File: src/rtl/mac_seq_ctrl_pkg.sv
// mac_pkg: shared types and constants for the MAC sequencing controller.
//   state_t     - controller state encoding
//   ACC_W_DEF   - default accumulator width
//   CNT_W_DEF   - default job-length field width
//   OPND_W      - operand width fed to the multiplier
package mac_pkg;

  localparam int ACC_W_DEF = 40;
  localparam int CNT_W_DEF = 8;
  localparam int OPND_W    = 32;

  typedef enum logic [1:0] {
    S_IDLE  = 2'd0,
    S_RUN   = 2'd1,
    S_DRAIN = 2'd2,
    S_DONE  = 2'd3
  } state_t;

endpackage

File: src/rtl/mac_seq_ctrl_if.sv
// mac_seq_ctrl_if: job/operand/result signal bundle for mac_seq_ctrl.
//   start, len         - job request and number of operand pairs
//   in_valid, in_ready - operand handshake
//   a, b               - operand pair
//   busy, done         - job status and completion pulse
//   acc_out, ovf       - accumulator and sticky overflow flag
// master: job issuer / operand source.  slave: the controller.
interface mac_seq_ctrl_if
  import mac_pkg::*;
#(
  parameter int ACC_W = ACC_W_DEF,
  parameter int CNT_W = CNT_W_DEF
) ();

  logic              start;
  logic [CNT_W-1:0]  len;
  logic              in_valid;
  logic              in_ready;
  logic [OPND_W-1:0] a;
  logic [OPND_W-1:0] b;
  logic              busy;
  logic [ACC_W-1:0]  acc_out;
  logic              done;
  logic              ovf;

  modport master (
    output start, len, in_valid, a, b,
    input  in_ready, busy, acc_out, done, ovf
  );

  modport slave (
    input  start, len, in_valid, a, b,
    output in_ready, busy, acc_out, done, ovf
  );

endinterface

File: src/rtl/mac_seq_ctrl_vedic.sv
// vedic_32x32: 32x32 multiplier returning the low 32 bits of the product.
//   a, b - operands
//   c    - product modulo 2^32
// Vertical-and-crosswise split on 16-bit halves; the high x high term only
// contributes above bit 31 and is therefore not formed.
module vedic_32x32 (
  input  logic [31:0] a,
  input  logic [31:0] b,
  output logic [31:0] c
);

  logic [31:0] w_ll;
  logic [15:0] w_hl;
  logic [15:0] w_lh;
  logic [15:0] w_mid;

  assign w_ll  = {16'b0, a[15:0]} * {16'b0, b[15:0]};
  // Cross terms land at bit 16, so only their low halves reach c.
  assign w_hl  = a[31:16] * b[15:0];
  assign w_lh  = a[15:0] * b[31:16];
  assign w_mid = w_hl + w_lh;
  assign c     = w_ll + {w_mid, 16'b0};

endmodule

File: src/rtl/mac_seq_ctrl.sv
// mac_seq_ctrl: sequences a job of len operand pairs through a registered
// multiply stage into a wrapping accumulator with sticky overflow.
//   clk  - clock, rising edge
//   rst  - synchronous active-high reset
//   bus  - mac_seq_ctrl_if.slave (job request, operand handshake, result)
//
// state   | meaning
// --------+---------------------------------------------------------
// S_IDLE  | waiting for start; acc_out/ovf hold the last job result
// S_RUN   | accepting operand pairs, in_ready high
// S_DRAIN | last pair captured; its product is added this cycle
// S_DONE  | done pulse with final acc_out, back to S_IDLE
module mac_seq_ctrl
  import mac_pkg::*;
#(
  parameter int ACC_W = ACC_W_DEF,
  parameter int CNT_W = CNT_W_DEF
) (
  input  logic          clk,
  input  logic          rst,
  mac_seq_ctrl_if.slave bus
);

  localparam logic [CNT_W-1:0] CntOne = {{(CNT_W-1){1'b0}}, 1'b1};

  state_t              r_state;
  state_t              w_state_nxt;
  logic [CNT_W-1:0]    r_cnt;
  logic [OPND_W-1:0]   r_opa;
  logic [OPND_W-1:0]   r_opb;
  logic                r_stg_vld;
  logic [ACC_W-1:0]    r_acc;
  logic                r_ovf;

  logic                w_in_ready;
  logic                w_busy;
  logic                w_done;
  logic                w_hs;
  logic                w_start_ok;
  logic                w_last;
  logic [OPND_W-1:0]   w_prod;
  logic [ACC_W:0]      w_sum;

  vedic_32x32 u_mult (
    .a (r_opa),
    .b (r_opb),
    .c (w_prod)
  );

  assign w_last     = (r_cnt == CntOne);
  assign w_start_ok = (r_state == S_IDLE) && bus.start;
  assign w_hs       = bus.in_valid && w_in_ready;
  // One extra bit on the sum exposes the carry out of the accumulator.
  assign w_sum      = {1'b0, r_acc} + {{(ACC_W + 1 - OPND_W){1'b0}}, w_prod};

  always_ff @(posedge clk) begin
    if (rst) r_state <= S_IDLE;
    else     r_state <= w_state_nxt;
  end

  always_comb begin
    w_state_nxt = r_state;
    w_in_ready  = 1'b0;
    w_busy      = 1'b1;
    w_done      = 1'b0;
    case (r_state)
      S_IDLE: begin
        w_busy = 1'b0;
        if (bus.start) w_state_nxt = (bus.len == '0) ? S_DONE : S_RUN;
      end
      S_RUN: begin
        w_in_ready = 1'b1;
        if (bus.in_valid && w_last) w_state_nxt = S_DRAIN;
      end
      S_DRAIN: w_state_nxt = S_DONE;
      S_DONE: begin
        w_done      = 1'b1;
        w_state_nxt = S_IDLE;
      end
      default: w_state_nxt = S_IDLE;
    endcase
  end

  always_ff @(posedge clk) begin
    if (rst) begin
      r_cnt     <= '0;
      r_opa     <= '0;
      r_opb     <= '0;
      r_stg_vld <= 1'b0;
      r_acc     <= '0;
      r_ovf     <= 1'b0;
    end else begin
      // Start is only accepted in IDLE, where no product is pending and no
      // handshake can occur, so these branches never collide.
      if (w_start_ok) begin
        r_acc <= '0;
        r_ovf <= 1'b0;
        r_cnt <= bus.len;
      end else if (r_stg_vld) begin
        r_acc <= w_sum[ACC_W-1:0];
        if (w_sum[ACC_W]) r_ovf <= 1'b1;
      end
      if (w_hs) begin
        r_opa <= bus.a;
        r_opb <= bus.b;
        r_cnt <= r_cnt - CntOne;
      end
      r_stg_vld <= w_hs;
    end
  end

  assign bus.in_ready = w_in_ready;
  assign bus.busy     = w_busy;
  assign bus.done     = w_done;
  assign bus.acc_out  = r_acc;
  assign bus.ovf      = r_ovf;

endmodule
File: src/flat_wrapper.sv
// flat-port wrapper written by rule: the top's interface ports become plain ports
module mac_seq_ctrl_flat import mac_pkg::*;
#(
  parameter int ACC_W = ACC_W_DEF,
  parameter int CNT_W = CNT_W_DEF
)
  (clk, rst, bus_start, bus_len, bus_in_valid, bus_a, bus_b, bus_in_ready, bus_busy, bus_acc_out, bus_done, bus_ovf);
  mac_seq_ctrl_if #(.ACC_W(ACC_W), .CNT_W(CNT_W)) bus_i ();
  input  logic clk;
  input  logic rst;
  input wire logic [$bits(bus_i.start)-1:0] bus_start;
  input wire logic [$bits(bus_i.len)-1:0] bus_len;
  input wire logic [$bits(bus_i.in_valid)-1:0] bus_in_valid;
  input wire logic [$bits(bus_i.a)-1:0] bus_a;
  input wire logic [$bits(bus_i.b)-1:0] bus_b;
  output wire logic [$bits(bus_i.in_ready)-1:0] bus_in_ready;
  output wire logic [$bits(bus_i.busy)-1:0] bus_busy;
  output wire logic [$bits(bus_i.acc_out)-1:0] bus_acc_out;
  output wire logic [$bits(bus_i.done)-1:0] bus_done;
  output wire logic [$bits(bus_i.ovf)-1:0] bus_ovf;
  assign bus_i.start = bus_start;
  assign bus_i.len = bus_len;
  assign bus_i.in_valid = bus_in_valid;
  assign bus_i.a = bus_a;
  assign bus_i.b = bus_b;
  assign bus_in_ready = bus_i.in_ready;
  assign bus_busy = bus_i.busy;
  assign bus_acc_out = bus_i.acc_out;
  assign bus_done = bus_i.done;
  assign bus_ovf = bus_i.ovf;
  mac_seq_ctrl #(.ACC_W(ACC_W), .CNT_W(CNT_W)) u_core (.clk(clk), .rst(rst), .bus(bus_i));
endmodule
File: config.mk
export PLATFORM = sky130hd
export DESIGN_NAME = mac_seq_ctrl_flat
export DESIGN_NICKNAME = d
export VERILOG_FILES = /design/src/rtl/mac_seq_ctrl_pkg.sv /design/src/rtl/mac_seq_ctrl_if.sv /design/src/rtl/mac_seq_ctrl_vedic.sv /design/src/rtl/mac_seq_ctrl.sv /design/src/flat_wrapper.sv
export SDC_FILE = /design/constraint.sdc
export NUM_CORES = 2
export LEC_CHECK = 0
export ABC_AREA = 1
export BUFFER_PORTS_ARGS = -buffer_cell sky130_fd_sc_hd__clkbuf_2
export CAP_MARGIN = 10
export CORE_MARGIN = 2
export CORE_UTILIZATION = 59
export DETAILED_ROUTE_END_ITERATION = 6
export GPL_TIMING_DRIVEN = 0
export PLACE_DENSITY = 0.82
export SYNTH_ARGS = -nofsm -noshare
export SYNTH_HDL_FRONTEND = slang
export SYNTH_SLANG_ARGS = --single-unit
File: constraint.sdc
create_clock -name clk -period 9.9 [get_ports clk]
set_clock_uncertainty 0.1 [all_clocks]
set_input_delay 0.495 -clock clk [delete_from_list [all_inputs] [get_ports clk]]
set_output_delay 0.495 -clock clk [all_outputs]
set_load 0.02 [all_outputs]
=== Word level (Yosys, flattened, before mapping) ===
Index checks and enable logic that the tools add are counted.

* Bits of input ports: 76
* Register bits: 116

* Eq/ne operators: 6
* Reductions and logical operators: 9
* Add/subtract/negate cells: 4
* Mux-type cells: 9
* $mul: 3

{| class="wikitable"
|+ Operators by type and width
! kind !! count
|-
| $add 40x32->41 || 1
|-
| $add 32x32->32 || 1
|-
| $mul 16x16->16 || 2
|-
| $mul 16x16->32 || 1
|-
| $add 16x16->16 || 1
|-
| $mux 8 || 2
|-
| $eq 8x1->1 const B || 1
|-
| $logic_not 8->1 || 1
|-
| $pmux 2 s4 || 1
|-
| $sub 8x1->8 const B || 1
|-
| $mux 2 || 3
|-
| $eq 2x2->1 const B || 2
|-
| $reduce_and 2->1 || 2
|-
| $logic_and 1x1->1 || 3
|-
| $mux 1 || 3
|-
| $eq 2x1->1 const B || 1
|-
| $logic_not 2->1 || 1
|-
| $ne 2x1->1 const B || 1
|-
| $ne 2x2->1 const B || 1
|-
| $reduce_bool 2->1 || 1
|-
| $reduce_or 2->1 || 1
|}

=== Logic depth before layout (Yosys ltp) ===
* Depth after elaboration: 5
* Mapped depth: 56
* Gate-level depth less buffers: 55

=== Cells and area by module ===
Synthesis repeated with hierarchy kept, for this count alone.

* Cell total of the unflattened synthesis: 3528
* Area total of the unflattened synthesis: 24847.6 um^2

{| class="wikitable"
|+ Modules (own cells, without submodules)
! module !! area an instance (um^2) !! cells each !! times used !! sequential area each (um^2)
|-
| vedic_32x32 || 17849.6 || 2419 || 1 || 0.0
|-
| mac_seq_ctrl || 6998.0 || 1109 || 1 || 2322.2
|}

=== Least setup slack after synthesis ===
No wires, ideal clock.

* Kind: register to register
* Start point: register u_core.r_opb[3]
* End point: register u_core.r_acc[38], in the netlist u_core.bus.acc_out[38]
* Cell stages (with the launch flop): 47
* Path buffers: 2
* Setup slack: 0.306 ns
* Data required time: 9.685 ns
* Arrival time: 9.379 ns
* Path through: dfxtp_1 -> clkbuf_1 -> clkbuf_1 -> nand2_1 -> fa_1 -> inv_1 -> fa_1 -> inv_1 -> fa_1 -> fa_1 -> inv_1 -> fa_1 -> fa_1 -> fa_1 -> fa_1 -> ha_1 -> a21oi_1 -> o21ai_0 -> (+11 left out) -> o21ai_0 -> nand3_1 -> nor2_1 -> nand3b_1 -> nand2_1 -> nand3_1 -> nand2_1 -> inv_1 -> ha_1 -> nand2_1 -> nor2_1 -> inv_1 -> nor4_1 -> nand3_1 -> o2111ai_1 -> nand3_1 -> nand2_1 -> nor2_1

* Word-level cells in the longest chain between the ends: 4
* Elaborated cells on any way between the ends: 5

{| class="wikitable"
|+ Ends and longest elaborated chain
! what !! RTL line !! RTL
|-
| start: declaration || mac_seq_ctrl.sv:30 || <nowiki>logic [OPND_W-1:0] r_opb;</nowiki>
|-
| start signal: assignment || mac_seq_ctrl.sv:105 || <nowiki>r_opb <= bus.b;</nowiki>
|-
| $mul 16x16->16 || mac_seq_ctrl_vedic.sv:19 || <nowiki>assign w_hl = a[31:16] * b[15:0];</nowiki>
|-
| $add 16x16->16 || mac_seq_ctrl_vedic.sv:21 || <nowiki>assign w_mid = w_hl + w_lh;</nowiki>
|-
| $add 32x32->32 (*) || mac_seq_ctrl_vedic.sv:22 || <nowiki>assign c = w_ll + {w_mid, 16'b0};</nowiki>
|-
| $add 40x32->41 (*) || mac_seq_ctrl.sv:54 || <nowiki>assign w_sum = {1'b0, r_acc} + {{(ACC_W + 1 - OPND_W){1'b0}}, w_prod};</nowiki>
|-
| end signal: assignment || mac_seq_ctrl.sv:100 || <nowiki>r_acc <= w_sum[ACC_W-1:0];</nowiki>
|-
| end: declaration || mac_seq_ctrl.sv:32 || <nowiki>logic [ACC_W-1:0] r_acc;</nowiki>
|}

Mark *: on every way between the ends. The rest lies on a longest branch, timed or not.
A chain may end at the register's enable or synchronous reset.

=== Worst setup path after layout ===
* Start point: register u_core.r_opb[2]
* End point: register u_core.r_acc[38], in the netlist u_core.bus.acc_out[38]

The elaborated chain is that of the path after synthesis.

==> flow_summary.json <==
{
  "grt_pass1_wl_mm": 118,
  "cts_tree": "done",
  "critPathTopFamily": "adder cells",
  "die_area_sq_um": 43300,
  "final_antenna_net_count": 0,
  "reg2reg_depth": 43,
  "seq_area_frac_synth": 0.0945,
  "tightest_slew_ps": 964,
  "ios": 120,
  "crit_path_end_kind": "flip-flop",
  "finish.net_count": 4318,
  "crit_type": "flip-flop to flip-flop",
  "critPathMaxFanout": 10,
  "slew_violations": 0,
  "cts_hold_buf": 0,
  "area_growth_pct": 13.4,
  "clock_path_buffers": 2,
  "cts_sinks": 116,
  "worst_setup_path_start_kind": "flip-flop",
  "wl_mm": 76.4,
  "place_hpwl_mm": 60.2,
  "place_congestion": 0.971,
  "crit_path_max_incr_delay_ps": 560,
  "track_usage": 0.350,
  "drtIter0Drc": 2271,
  "ys.flop_type": "dfxtp_1",
  "clk_pin_slew_ps": 60,
  "clk_latency_ps": 440,
  "drc": 32,
  "slew_headroom": 0.357,
  "wire_per_inst_um": 18.4,
  "ys_top_cells_by_area": "fa_1, inv_1, nand2_1",
  "final-setup-viol-count": 2,
  "met1_usage": 0.456,
  "final.period_utilization": 1.01,
  "finalHoldViolCount": 0,
  "syn_area_sq_um": 24600,
  "fin_cells": 4155,
  "grt_pass1_vias": 22488,
  "path_common_cell": "fa_1",
  "drive_gt1_frac": 0.129,
  "core_area_sq_um": 41000,
  "dpl.cell_count": 4089,
  "syn_nets": 4149,
  "yosysTopAreaCellShare": 0.321,
  "synth.ff_latch_count": 116,
  "post-route-min-period_ps": 9950,
  "whs_path_depth": 3,
  "crit_buf_inv": 7,
  "maxCapViolations": 0,
  "start_util": 0.599,
  "overflow": 0,
  "antenna_found_initial": 1,
  "met3_usage": 0.103,
  "top_usage_layer": "met2",
  "ff_latch_area_sq_um": 2350,
  "syn_inst": 3439,
  "peakVddDrop_v": 0.000177,
  "rows": 74,
  "min_delay_worst_endpoint": "u_core.r_opa[21]$_SDFFE_PP0P_",
  "fill_cells": 3308,
  "async_flop_share": 0,
  "multi_input_area_sq_um": 19100,
  "holdWs_ps": 201,
  "use_met2": 0.538,
  "cts-htree-levels": 4,
  "ys_types": 52,
  "violations": "DRC, setup timing",
  "slowest_stage": "fa_1",
  "yosys_warnings": 0,
  "cts_made_buffers": 17,
  "r2r-start": "u_core.r_opb[2]$_SDFFE_PP0P_",
  "layout_common_cells": "inv_1, nand2_1, fa_1",
  "via_per_inst": 5.51,
  "die_w_um": 208,
  "root_buffer": "clkbuf_16",
  "yosys.area.top_type": "fa_1",
  "rsz0062_at_grt": "true",
  "synth_edf_count": 0,
  "io_buffer_count": 118,
  "max_clock_freq_mhz": 100,
  "power.density_nw_per_um2": 160,
  "r2r_slack_ps": -50,
  "crit_required_ps": 10120,
  "fin_ws_ps": -51.6,
  "leakagePower_nw": 15.9,
  "worstReg2RegEnd": "u_core.bus.acc_out[38]$_SDFFE_PP0P_",
  "hp-class": "input port to flip-flop",
  "firstDrtPassIters": 7,
  "synth.avg_cell_area_sq_um": 7.15,
  "grt_max_degree": 20,
  "fp.dieH_um": 208,
  "worstHoldStart": "bus_a[21]",
  "tns_ps": -51.8,
  "vias": 22898,
  "final_common_cell": "inv_1",
  "worstPathArrival_ps": 10170,
  "status": "finished, violations left"
}
worst reg2reg max path, delay by kind of cell (launching register included):
kind,cells,cell delay [ps]
adder cells (fa/ha/maj),13,5830
XOR/XNOR,1,230
AND/OR/NAND/NOR,18,2210
AO/OA/AOI/OAI,4,480
buffers and inverters,7,550
flip-flops,1,410
worst max-delay path by stage:
stage                                               end  cells past startpoint                           from
global route        u_core.bus.acc_out[38]$_SDFFE_PP0P_                     55  u_core.r_opa[19]$_SDFFE_PP0P_
global placement    u_core.bus.acc_out[38]$_SDFFE_PP0P_                     46   u_core.r_opb[3]$_SDFFE_PP0P_
floorplan           u_core.bus.acc_out[38]$_SDFFE_PP0P_                     46   u_core.r_opb[3]$_SDFFE_PP0P_
CTS                 u_core.bus.acc_out[38]$_SDFFE_PP0P_                     48   u_core.r_opb[2]$_SDFFE_PP0P_
detailed placement  u_core.bus.acc_out[38]$_SDFFE_PP0P_                     46   u_core.r_opb[3]$_SDFFE_PP0P_
finish              u_core.bus.acc_out[38]$_SDFFE_PP0P_                     43   u_core.r_opb[2]$_SDFFE_PP0P_
where the power goes:
part,internal [W],leakage (nW),switching (W)
Combinational,0.00116,14.7,0.00204
Sequential,0.000556,0.952,0.000101
Clock,0.000361,0.282,0.000251
cell type report:
| cell class | count | area share |
|---|---|---|
| Antenna cell | 2 | 0.000180 |
| Buffer | 145 | 0.0347 |
| Clock buffer | 19 | 0.0162 |
| Clock inverter | 13 | 0.00444 |
| Inverter | 898 | 0.121 |
| Multi-Input combinational cell | 2278 | 0.684 |
| Sequential cell | 116 | 0.0844 |
| Tap cell | 532 | 0.0239 |
| Timing Repair Buffer | 152 | 0.0309 |
cells in the mapped netlist (2+ instances only):
| library cell | number |
|---|---|
| inv_1 | 887 |
| nand2_1 | 853 |
| fa_1 | 394 |
| nor2_1 | 274 |
| ha_1 | 240 |
| o21ai_0 | 129 |
| dfxtp_1 | 116 |
| clkbuf_1 | 99 |
| a21oi_1 | 95 |
| nand3_1 | 85 |
| xor2_1 | 48 |
| buf_2 | 25 |
| xnor2_1 | 22 |
| buf_1 | 16 |
| a21o_1 | 14 |
| nor3_1 | 14 |
| o21ai_1 | 14 |
| a31oi_1 | 11 |
| nand4_1 | 10 |
| inv_2 | 8 |
| nand3b_1 | 7 |
| o221ai_1 | 7 |
| a21oi_2 | 6 |
| nand2_2 | 6 |
| nor4_1 | 6 |
| o21bai_1 | 6 |
| buf_4 | 5 |
| nand3_2 | 4 |
| nor2_2 | 4 |
| clkinv_1 | 3 |
| nor3_2 | 3 |
| or2_1 | 3 |
| a21boi_0 | 2 |
| o2111ai_1 | 2 |
| o211ai_1 | 2 |
| o21a_1 | 2 |
| o21bai_2 | 2 |
repair_timing:
item,4_1_cts,5_1_grt
gates resized for setup,176,208
setup buffers,11,22
setup endpoints to repair,17,16
pin swaps,41,60
cloned,0,1
logic make-up (layout without fill, tap and decap cells):
| group | count (synthesis) | count (layout) | synth area share |
|---|---|---|---|
| xor+xnor | 70 | 70 | 0.0249 |
| compound gates | 301 | 301 | 0.0693 |
| fa+ha+maj | 634 | 634 | 0.443 |
| other cells | 0 | 2 | 0 |
| simple gates | 1273 | 1273 | 0.206 |
| buf+inv | 1045 | 1227 | 0.162 |
| flops | 116 | 116 | 0.0945 |
per-stage QoR:
step / util / cell area [sq um] / power (W) / setup slack [ps]
final: 0.680 / 27900 / 0.00446 / -51.6
after global routing: 0.679 / 27900 / 0.00475 / -362
after floorplan: - / 24600 / 0.00235 / 306
after global placement: 0.630 / 25800 / 0.00312 / -1750
after detailed placement: 0.630 / 25800 / 0.00317 / -1940
after CTS: 0.660 / 27100 / 0.00402 / -119
registers in the layout, summed over array words and instances (netlist names):
name,flops
u_core.r_stg_vld,1
u_core.r_opb,32
u_core.bus.acc_out,40
u_core.r_cnt,8
u_core.r_state,2
u_core.r_opa,32
u_core.bus.ovf,1
routing by layer:
metal | vias up | wire (um)
met3 | 276 | 9620
met1 | 10903 | 29100
met4 | 0 | 4450
li1 | 10417 | -
met5 | - | 0
met2 | 1302 | 33200
Note: power is estimated with default switching activity, not from simulation.
